## config.mk

```make
export PLATFORM = sky130hd
export DESIGN_NAME = decode_stage
export DESIGN_NICKNAME = d
export VERILOG_FILES = /design/src/rtl/decode_stage.sv
export SDC_FILE = /design/constraint.sdc
export NUM_CORES = 1
export LEC_CHECK = 0
export ABC_AREA = 1
export CELL_PAD_IN_SITES_DETAIL_PLACEMENT = 0
export CELL_PAD_IN_SITES_GLOBAL_PLACEMENT = 2
export CORE_MARGIN = 1
export CORE_UTILIZATION = 28
export DETAILED_ROUTE_END_ITERATION = 16
export GPL_ROUTABILITY_DRIVEN = 0
export GPL_TIMING_DRIVEN = 0
export MAX_ROUTING_LAYER = met4
export PLACE_DENSITY_LB_ADDON = 0.08
export SYNTH_ARGS = -nofsm -noshare
export SYNTH_HDL_FRONTEND = slang
export SYNTH_SLANG_ARGS = --single-unit
```

## constraint.sdc

```tcl
create_clock -name clk -period 3.6 [get_ports clk]
set_input_delay 1.08 -clock clk [delete_from_list [all_inputs] [get_ports clk]]
set_output_delay 1.08 -clock clk [all_outputs]
set_load 0.02 [all_outputs]
```

## src/rtl/decode_stage.sv

```systemverilog
// decode_stage: single-register instruction decode stage with a load-use
// scoreboard and sticky halt. Optional feature macro: DECODE_ILLEGAL_TRAP_EN
// (when defined, opcodes 2 and 9..15 trap as illegal; otherwise they are NOPs).
module decode_stage #(
    parameter int unsigned DATA_W   = 32,
    parameter int unsigned PC_W     = 16,
    parameter int unsigned LOAD_LAT = 1
) (
    input  logic              clk,
    input  logic              rst,
    input  logic              in_valid,
    output logic              in_ready,
    input  logic [31:0]       in_instr,
    input  logic [PC_W-1:0]   in_pc,
    output logic              out_valid,
    input  logic              out_ready,
    output logic [PC_W-1:0]   out_pc,
    output logic [2:0]        out_rd,
    output logic [2:0]        out_rs1,
    output logic [2:0]        out_rs2,
    output logic [DATA_W-1:0] out_imm,
    output logic              out_reg_write,
    output logic              out_mem_read,
    output logic              out_mem_write,
    output logic              out_mem_to_reg,
    output logic              out_alu_src,
    output logic              out_branch,
    output logic              out_jump,
    output logic              out_halt,
    output logic              out_illegal,
    output logic [3:0]        out_alu_op,
    input  logic              flush,
    output logic              halted
);

    localparam logic [3:0] OP_HALT  = 4'd0;
    localparam logic [3:0] OP_ADD   = 4'd1;
    localparam logic [3:0] OP_MUL   = 4'd3;
    localparam logic [3:0] OP_LI    = 4'd4;
    localparam logic [3:0] OP_LOAD  = 4'd5;
    localparam logic [3:0] OP_STORE = 4'd6;
    localparam logic [3:0] OP_BEQ   = 4'd7;
    localparam logic [3:0] OP_JMP   = 4'd8;

    localparam int unsigned SB_N = 8;

    typedef struct packed {
        logic       reg_write;
        logic       mem_read;
        logic       mem_write;
        logic       mem_to_reg;
        logic       alu_src;
        logic       branch;
        logic       jump;
        logic       halt;
        logic       illegal;
        logic [3:0] alu_op;
    } ctrl_t;

    ctrl_t             ctrl_d, ctrl_q;
    logic [DATA_W-1:0] imm_d, imm_q;
    logic [PC_W-1:0]   pc_q;
    logic [2:0]        rd_q, rs1_q, rs2_q;
    logic              valid_q, halted_q;
    logic [2:0]        sb_q [SB_N];
    logic [2:0]        sb_d [SB_N];

    logic [3:0] opcode;
    logic       src_a_en, src_b_en;
    logic [2:0] src_a, src_b;
    logic       busy_a, busy_b, hazard;
    logic       accept, fire, stop_held;

    assign opcode = in_instr[31:28];

    // Decode controls, immediate and source-register usage of the incoming instruction
    always_comb begin
        ctrl_d   = '0;
        imm_d    = '0;
        src_a_en = 1'b0;
        src_b_en = 1'b0;
        src_a    = in_instr[24:22];
        src_b    = in_instr[21:19];
        case (opcode)
            OP_HALT: ctrl_d.halt = 1'b1;
            OP_ADD, OP_MUL: begin
                ctrl_d.reg_write = 1'b1;
                ctrl_d.alu_op    = (opcode == OP_MUL) ? 4'd1 : 4'd0;
                src_a_en         = 1'b1;
                src_b_en         = 1'b1;
            end
            OP_LI: begin
                ctrl_d.reg_write = 1'b1;
                ctrl_d.alu_src   = 1'b1;
                ctrl_d.alu_op    = 4'd2;
                imm_d            = {{(DATA_W-25){in_instr[24]}}, in_instr[24:0]};
            end
            OP_LOAD: begin
                ctrl_d.mem_read   = 1'b1;
                ctrl_d.reg_write  = 1'b1;
                ctrl_d.mem_to_reg = 1'b1;
                ctrl_d.alu_src    = 1'b1;
                ctrl_d.alu_op     = 4'd3;
                imm_d             = {{(DATA_W-16){in_instr[21]}}, in_instr[21:6]};
                src_a_en          = 1'b1;
            end
            OP_STORE: begin
                ctrl_d.mem_write = 1'b1;
                ctrl_d.alu_src   = 1'b1;
                ctrl_d.alu_op    = 4'd3;
                imm_d            = {{(DATA_W-16){in_instr[21]}}, in_instr[21:6]};
                src_a            = in_instr[27:25];
                src_b            = in_instr[24:22];
                src_a_en         = 1'b1;
                src_b_en         = 1'b1;
            end
            OP_BEQ: begin
                ctrl_d.branch = 1'b1;
                imm_d         = {{(DATA_W-22){in_instr[21]}}, in_instr[21:0]};
                src_a_en      = 1'b1;
                src_b_en      = 1'b1;
            end
            OP_JMP: begin
                ctrl_d.jump = 1'b1;
                imm_d       = {{(DATA_W-28){in_instr[27]}}, in_instr[27:0]};
            end
            default: begin
`ifdef DECODE_ILLEGAL_TRAP_EN
                ctrl_d.illegal = 1'b1;
`else
                ctrl_d.illegal = 1'b0;
`endif
            end
        endcase
    end

    // Load-use hazard: held LOAD targets a source, or a source is still cooling down
    assign busy_a = src_a_en && ((valid_q && ctrl_q.mem_read && (rd_q == src_a)) ||
                                 (sb_q[src_a] != 3'd0));
    assign busy_b = src_b_en && ((valid_q && ctrl_q.mem_read && (rd_q == src_b)) ||
                                 (sb_q[src_b] != 3'd0));
    assign hazard = busy_a || busy_b;

    assign stop_held = valid_q && (ctrl_q.halt || ctrl_q.illegal);
    assign in_ready  = !rst && !halted_q && !flush && !hazard && !stop_held &&
                       (!valid_q || out_ready);
    assign accept    = in_valid && in_ready;
    assign fire      = valid_q && out_ready;

    // Scoreboard next state: firing LOAD reloads its rd, all other busy entries count down
    always_comb begin
        for (int i = 0; i < int'(SB_N); i++) begin
            sb_d[i] = sb_q[i];
            if (fire && ctrl_q.mem_read && (rd_q == 3'(i))) begin
                sb_d[i] = 3'(LOAD_LAT);
            end else if (sb_q[i] != 3'd0) begin
                sb_d[i] = sb_q[i] - 3'd1;
            end
        end
    end

    // Scoreboard registers
    always_ff @(posedge clk or posedge rst) begin
        if (rst) begin
            for (int i = 0; i < int'(SB_N); i++) sb_q[i] <= 3'd0;
        end else begin
            for (int i = 0; i < int'(SB_N); i++) sb_q[i] <= sb_d[i];
        end
    end

    // Output register and sticky halt status
    always_ff @(posedge clk or posedge rst) begin
        if (rst) begin
            valid_q  <= 1'b0;
            halted_q <= 1'b0;
            ctrl_q   <= '0;
            imm_q    <= '0;
            pc_q     <= '0;
            rd_q     <= 3'd0;
            rs1_q    <= 3'd0;
            rs2_q    <= 3'd0;
        end else begin
            if (fire && (ctrl_q.halt || ctrl_q.illegal)) halted_q <= 1'b1;
            if (accept) begin
                valid_q <= 1'b1;
                ctrl_q  <= ctrl_d;
                imm_q   <= imm_d;
                pc_q    <= in_pc;
                rd_q    <= in_instr[27:25];
                rs1_q   <= in_instr[24:22];
                rs2_q   <= in_instr[21:19];
            end else if (fire || flush) begin
                valid_q <= 1'b0;
            end
        end
    end

    assign out_valid      = valid_q;
    assign halted         = halted_q;
    assign out_pc         = pc_q;
    assign out_rd         = rd_q;
    assign out_rs1        = rs1_q;
    assign out_rs2        = rs2_q;
    assign out_imm        = imm_q;
    assign out_reg_write  = ctrl_q.reg_write;
    assign out_mem_read   = ctrl_q.mem_read;
    assign out_mem_write  = ctrl_q.mem_write;
    assign out_mem_to_reg = ctrl_q.mem_to_reg;
    assign out_alu_src    = ctrl_q.alu_src;
    assign out_branch     = ctrl_q.branch;
    assign out_jump       = ctrl_q.jump;
    assign out_halt       = ctrl_q.halt;
    assign out_illegal    = ctrl_q.illegal;
    assign out_alu_op     = ctrl_q.alu_op;

endmodule
```

[Word-level counts from Yosys, hierarchy flattened]
Cells that the tools add are included.
Operators by class
  add/subtract/negate cells: 8
  $mul: 0
  div/mod/pow operators: 0
  order comparisons: 2
  equality and inequality tests: 16
  shift-type cells: 0
  muxes and demuxes: 38
  bitwise logic cells: 2
  reduce and logical (&&, ||, !) cells: 61
Operators with widths (count)
  32-bit one-hot mux with 4 select lines: 1
  3-bit two-way mux: 22
  3-bit nonzero test: 10
  3-bit by 1-bit subtractor with 3-bit output (second input constant): 8
  1-bit logical AND: 23
  3-bit binary-select mux with 3-bit select: 2
  2-bit nonzero test: 9
  4-bit by 3-bit equality test with 1-bit output (second input constant): 4
  3-bit equality test (second input constant): 4
  1-bit two-way mux: 12
  4-bit >= comparator (second input constant): 2
  3-bit inverter with 4-bit output: 2
  4-bit OR reduction: 2
  3-bit by 2-bit equality test with 1-bit output (second input constant): 2
  3-bit equality test: 2
  1-bit logical NOT: 6
  2-bit one-hot mux with 3 select lines: 1
  1-bit logical OR: 5
  5-bit OR reduction: 1
  4-bit by 1-bit equality test with 1-bit output (second input constant): 1
  4-bit by 2-bit equality test with 1-bit output (second input constant): 1
  4-bit equality test (second input constant): 1
  4-bit logical NOT: 1
  2-bit OR reduction: 2
  other kinds (3): 3
Storage, ports and cells
  bits in registers: 94
  bits in latches: 0
  memory bits (writable): 0
  memory bits (read-only): 0
  output and inout port bits: 73
  memories kept: 0

[Longest topological paths before layout]
  depth after elaboration: 16
  mapped depth: 16

[Worst setup path after synthesis]
No wires, ideal clock.
  kind: input-to-output
  start: input port in_instr[29]
  end: output port in_ready
  arrival time: 2438 ps
  data required time: 2520 ps
  setup slack: 82 ps
  stages: 12
  path buffers: 1
  path through: inv_2 nor2_4 nand2_2 buf_6 nand2_2 nand2_2 inv_2 nand3_1 nand3_1 nand3_2 a21oi_4 and2_1
On the way
  cells in the longest elaborated chain, start to end: 14
Ends and longest elaborated chain
  start, declared: RTL line 13  | input logic [31:0] in_instr,
  4-bit by 3-bit equality test with 1-bit output: RTL line 84  | case (opcode)
  3-bit two-way mux: RTL line 84
  3-bit inverter with 4-bit output (on tied branches): RTL line 139, 141
  3-bit binary-select mux with 3-bit select (on tied branches): RTL line 139, 141
  3-bit two-way mux (on tied branches) (2 in series): RTL line 139, 141
  3-bit nonzero test (on tied branches): RTL line 139, 141
  1-bit logical OR (on tied branches): RTL line 138, 140
  1-bit logical AND (on tied branches): RTL line 138, 140
  1-bit logical OR *: RTL line 142  | assign hazard = busy_a || busy_b;
  1-bit logical NOT *: RTL line 145  | assign in_ready = !rst && !halted_q && !flush && !hazard && !stop_held &&
  1-bit logical AND * (3 in series): RTL line 145
  end, declared: RTL line 12  | output logic in_ready,
Mark *: on every way between the ends. The rest lies on a longest branch, timed or not. The select of a mux whose other input is x is not followed.

[Final worst setup path]
  start: input port in_instr[28]
  end: output port in_ready
Same word-level chain as after synthesis.

==> flow_summary.ini <==
[clock_network]
clkTransAtPathRegs_ps = 60
root_buffer = clkbuf_16
clk_latency_ps = 350
clockBufferDepth = 2
h-tree-depth = 3
cts_tree = built
clock_sinks = 88
numCtsBuffers = 9

[timing]
worstMarginPinSlew_ps = 561
final.setup.worst_slack_ps = -34.9
whs_ps = 470
setup_tns_ps = -34.9
rsz0062_at_grt = yes
timing.final.hold_violations = 0
finalClockSkew_ps = 10.2
period_needed_ps = 3630
setup_viol = 1
finalCritPeriodShare_pct = 101
slew_violations = 0
fmax_mhz = 275
slew_headroom_pct = 62.6

[synth]
post_synth.cell_area_avg_um2 = 7.86
synth.cell_area_mm2 = 0.00499
syn_inst = 635
synth_seq_area_share_pct = 44.1
synth_cell_type_count = 32
synth_warnings = 0
synth_seq_cells = 88

[floorplanning]
start_util_pct = 28.8
fp-row-count = 48
die_area_mm2 = 0.0184
core-area_mm2 = 0.0174
ios = 126
die_width_um = 136
fp.dieH_um = 136

[detailed_routing]
wl_um = 15800
dr.pass1.iters = 4
wl_per_cell_um = 15.6
via_count = 4818
drtIter0Drc = 211
viasPerCell = 4.74
final_antenna_net_count = 0
drc = 0

[critical_path]
start_kind = input port
critPathArrivalTime_ps = 2550
r2r_start = out_rd[1]
path_max_fanout = 5
cp_top_family = simple AND/OR/NAND/NOR gates
worstPathRequired_ps = 2520
cp_cell_sequence = buf_8 > nor2_4 > nand2_4 > buf_8 > nand2_4 > nand2_4 > inv_4 > nand3_2 > nand3_2 > nand3_2 > a21oi_4 > and2_4 > buf_6
end_kind = primary output
criticalPathCategory = in -> out
r2r-end = out_reg_write
rrSetupSlack_ps = 1400
rr_worst_depth = 12
slowest_stage = a21oi_4
critPathBufInv = 4
slowest_delay_ps = 190

[worst_hold_path]
hold_path_end = out_pc[1]
min_path_cells = 2
worstHoldStart = out_pc[1]
hold_path_class = reg -> reg

[layout]
nets = 854
multiInputGateArea_mm2 = 0.00238
area_delta_synth_final_pct = 44.2
drive_above_1_share_pct = 14.1
fin_area_mm2 = 0.00720
n_fill_cell = 1766
largest_reg_flops = 28
fin_util_pct = 41.5
regArea_mm2 = 0.00220

[run_status]
violations = negative setup slack
status = finished with violations

[pwr]
ir_drop_mv = 0.339
cellPowerDensity_mw_per_mm2 = 627
p_leak_nw = 3.57

[global_routing]
grt_max_degree = 56
grt.overflow.total = 0
antenna_found_initial = 1
grt_pass1_wl_um = 24900
grt_pass1_vias = 4703
grt_usage_pct = 18.4

[place]
dpl_cell_area_mm2 = 0.00652
post-dp-hpwl_um = 11700
pre_cts_ws_ps = -1260
port_buffers = 121

[flow_run]
max_cap_violations = 0
## cells by family after synthesis
logic type	Yosys count	share of synthesized area, %
simple gates	341	31.5
other cells	1	0.0751
buf+inv	118	11.7
fa+ha+maj	16	4.01
compound gates	62	7.12
xor+xnor	9	1.58
flops	88	44.1
## metal layers
| layer | global-route usage, % | share of wire (%) | vias up | wire length [um] |
|---|---|---|---|---|
| met5 | - | 0 | - | 0 |
| met1 | 26.0 | 51 | 2285 | 8000 |
| met4 | 6.93 | 1.4 | 0 | 227 |
| met2 | 26.3 | 43 | 126 | 6850 |
| li1 | - | - | 2393 | - |
| met3 | 2.99 | 4.7 | 14 | 750 |
## per-stage QoR
| step | power, mW | std cells |
|---|---|---|
| 5_1_grt | 4.88 | 1016 |
| 2_1_floorplan | 2.68 | 637 |
| 3_3_place_gp | 3.32 | 983 |
| 6_report | 4.51 | 1016 |
| 3_5_place_dp | 3.41 | 984 |
| 4_1_cts | 4.56 | 1014 |
## Yosys cell counts, drive strengths merged
master	number	area, um2
nor3	5	25.0
a21oi	18	101
conb	1	3.75
buf	29	248
dfrtp	88	2200
a221oi	1	8.76
o2111ai	1	8.76
inv	79	297
nand3b	7	52.6
o22ai	15	93.8
nand3	38	195
ha	16	200
xor2	9	78.8
o21ai	26	134
a31o	1	8.76
clkbuf	10	37.5
nand4	62	403
nor2	61	239
nand2	166	643
and2	2	12.5
## where the power goes
| group | leakage [nW] | switching, mW | internal, mW |
|---|---|---|---|
| registers | 1.12 | 0.198 | 1.31 |
| clock network | 0.162 | 0.412 | 0.680 |
| logic | 2.28 | 1.06 | 0.857 |
| total | 3.57 | 1.67 | 2.84 |
## area by class of cell
type,instances,share of cell area [%]
antenna,1,0.0348
buffer,39,4.12
clock buffer,9,3.13
clock inverter,7,1.65
inverter,79,4.22
multi-input combinational,431,33.1
sequential,88,30.6
tap,225,3.91
timing repair buffer,137,19.2
## placed cells by master (no fill, tap or decap), types with 2 or more instances in the layout
cell / Yosys / final
clkbuf_16: 0 / 9
o22ai_1: 15 / 15
nand2_1: 158 / 154
inv_1: 75 / 69
bufinv_16: 0 / 3
a21oi_1: 17 / 17
buf_6: 13 / 14
nand2_4: 0 / 10
nand3_1: 37 / 25
nor2_4: 1 / 2
o21ai_0: 23 / 22
clkdlybuf4s50_1: 0 / 107
nand3_2: 1 / 10
nor3_1: 5 / 4
nand3_4: 0 / 3
dlygate4sd2_1: 0 / 5
and2_4: 0 / 2
buf_4: 9 / 21
clkbuf_1: 10 / 10
ha_1: 16 / 16
clkdlybuf4s15_1: 0 / 2
buf_16: 0 / 2
inv_4: 0 / 3
inv_2: 4 / 7
xor2_1: 9 / 9
nand3b_1: 7 / 7
buf_2: 6 / 7
o21ai_1: 2 / 3
clkinvlp_4: 0 / 2
conb_1: 1 / 3
nand4_1: 61 / 61
buf_8: 0 / 4
dfrtp_1: 88 / 88
nor2_1: 59 / 58
nand2_2: 8 / 2
## worst register-to-register path: stages, from the launching register on
cell,delay (ps)
dfrtp_1,370
clkbuf_1,390
inv_1,110
o21ai_1,150
nor2_1,60
nand2_1,60
nand2_2,80
nand2_4,80
buf_4,180
nand4_4,240
buf_6,260
nand2_1,60
nand2_1,50
## repair_timing
item / 4_1_cts / 5_1_grt
endpoints found under the hold margin: 0 / 0
pin swaps: 17 / 14
endpoints found under the setup margin: 1 / 1
gates resized for setup: 71 / 18
gates cloned: 1 / 0
setup buffers: 13 / 1
hold buffers: 0 / 0
## how the worst max path moves through the flow
stage	from	to	slack, ps	depth (start not counted)
detailed placement	in_instr[29]	in_ready	-1260	14
global placement	rst	out_rd[0]	-1460	2
finish	in_instr[28]	in_ready	-30	13
CTS	in_instr[29]	in_ready	-50	14
global route	in_instr[28]	in_ready	-90	13
floorplan	in_instr[29]	in_ready	80	12
(Power assumes the default switching activity.)
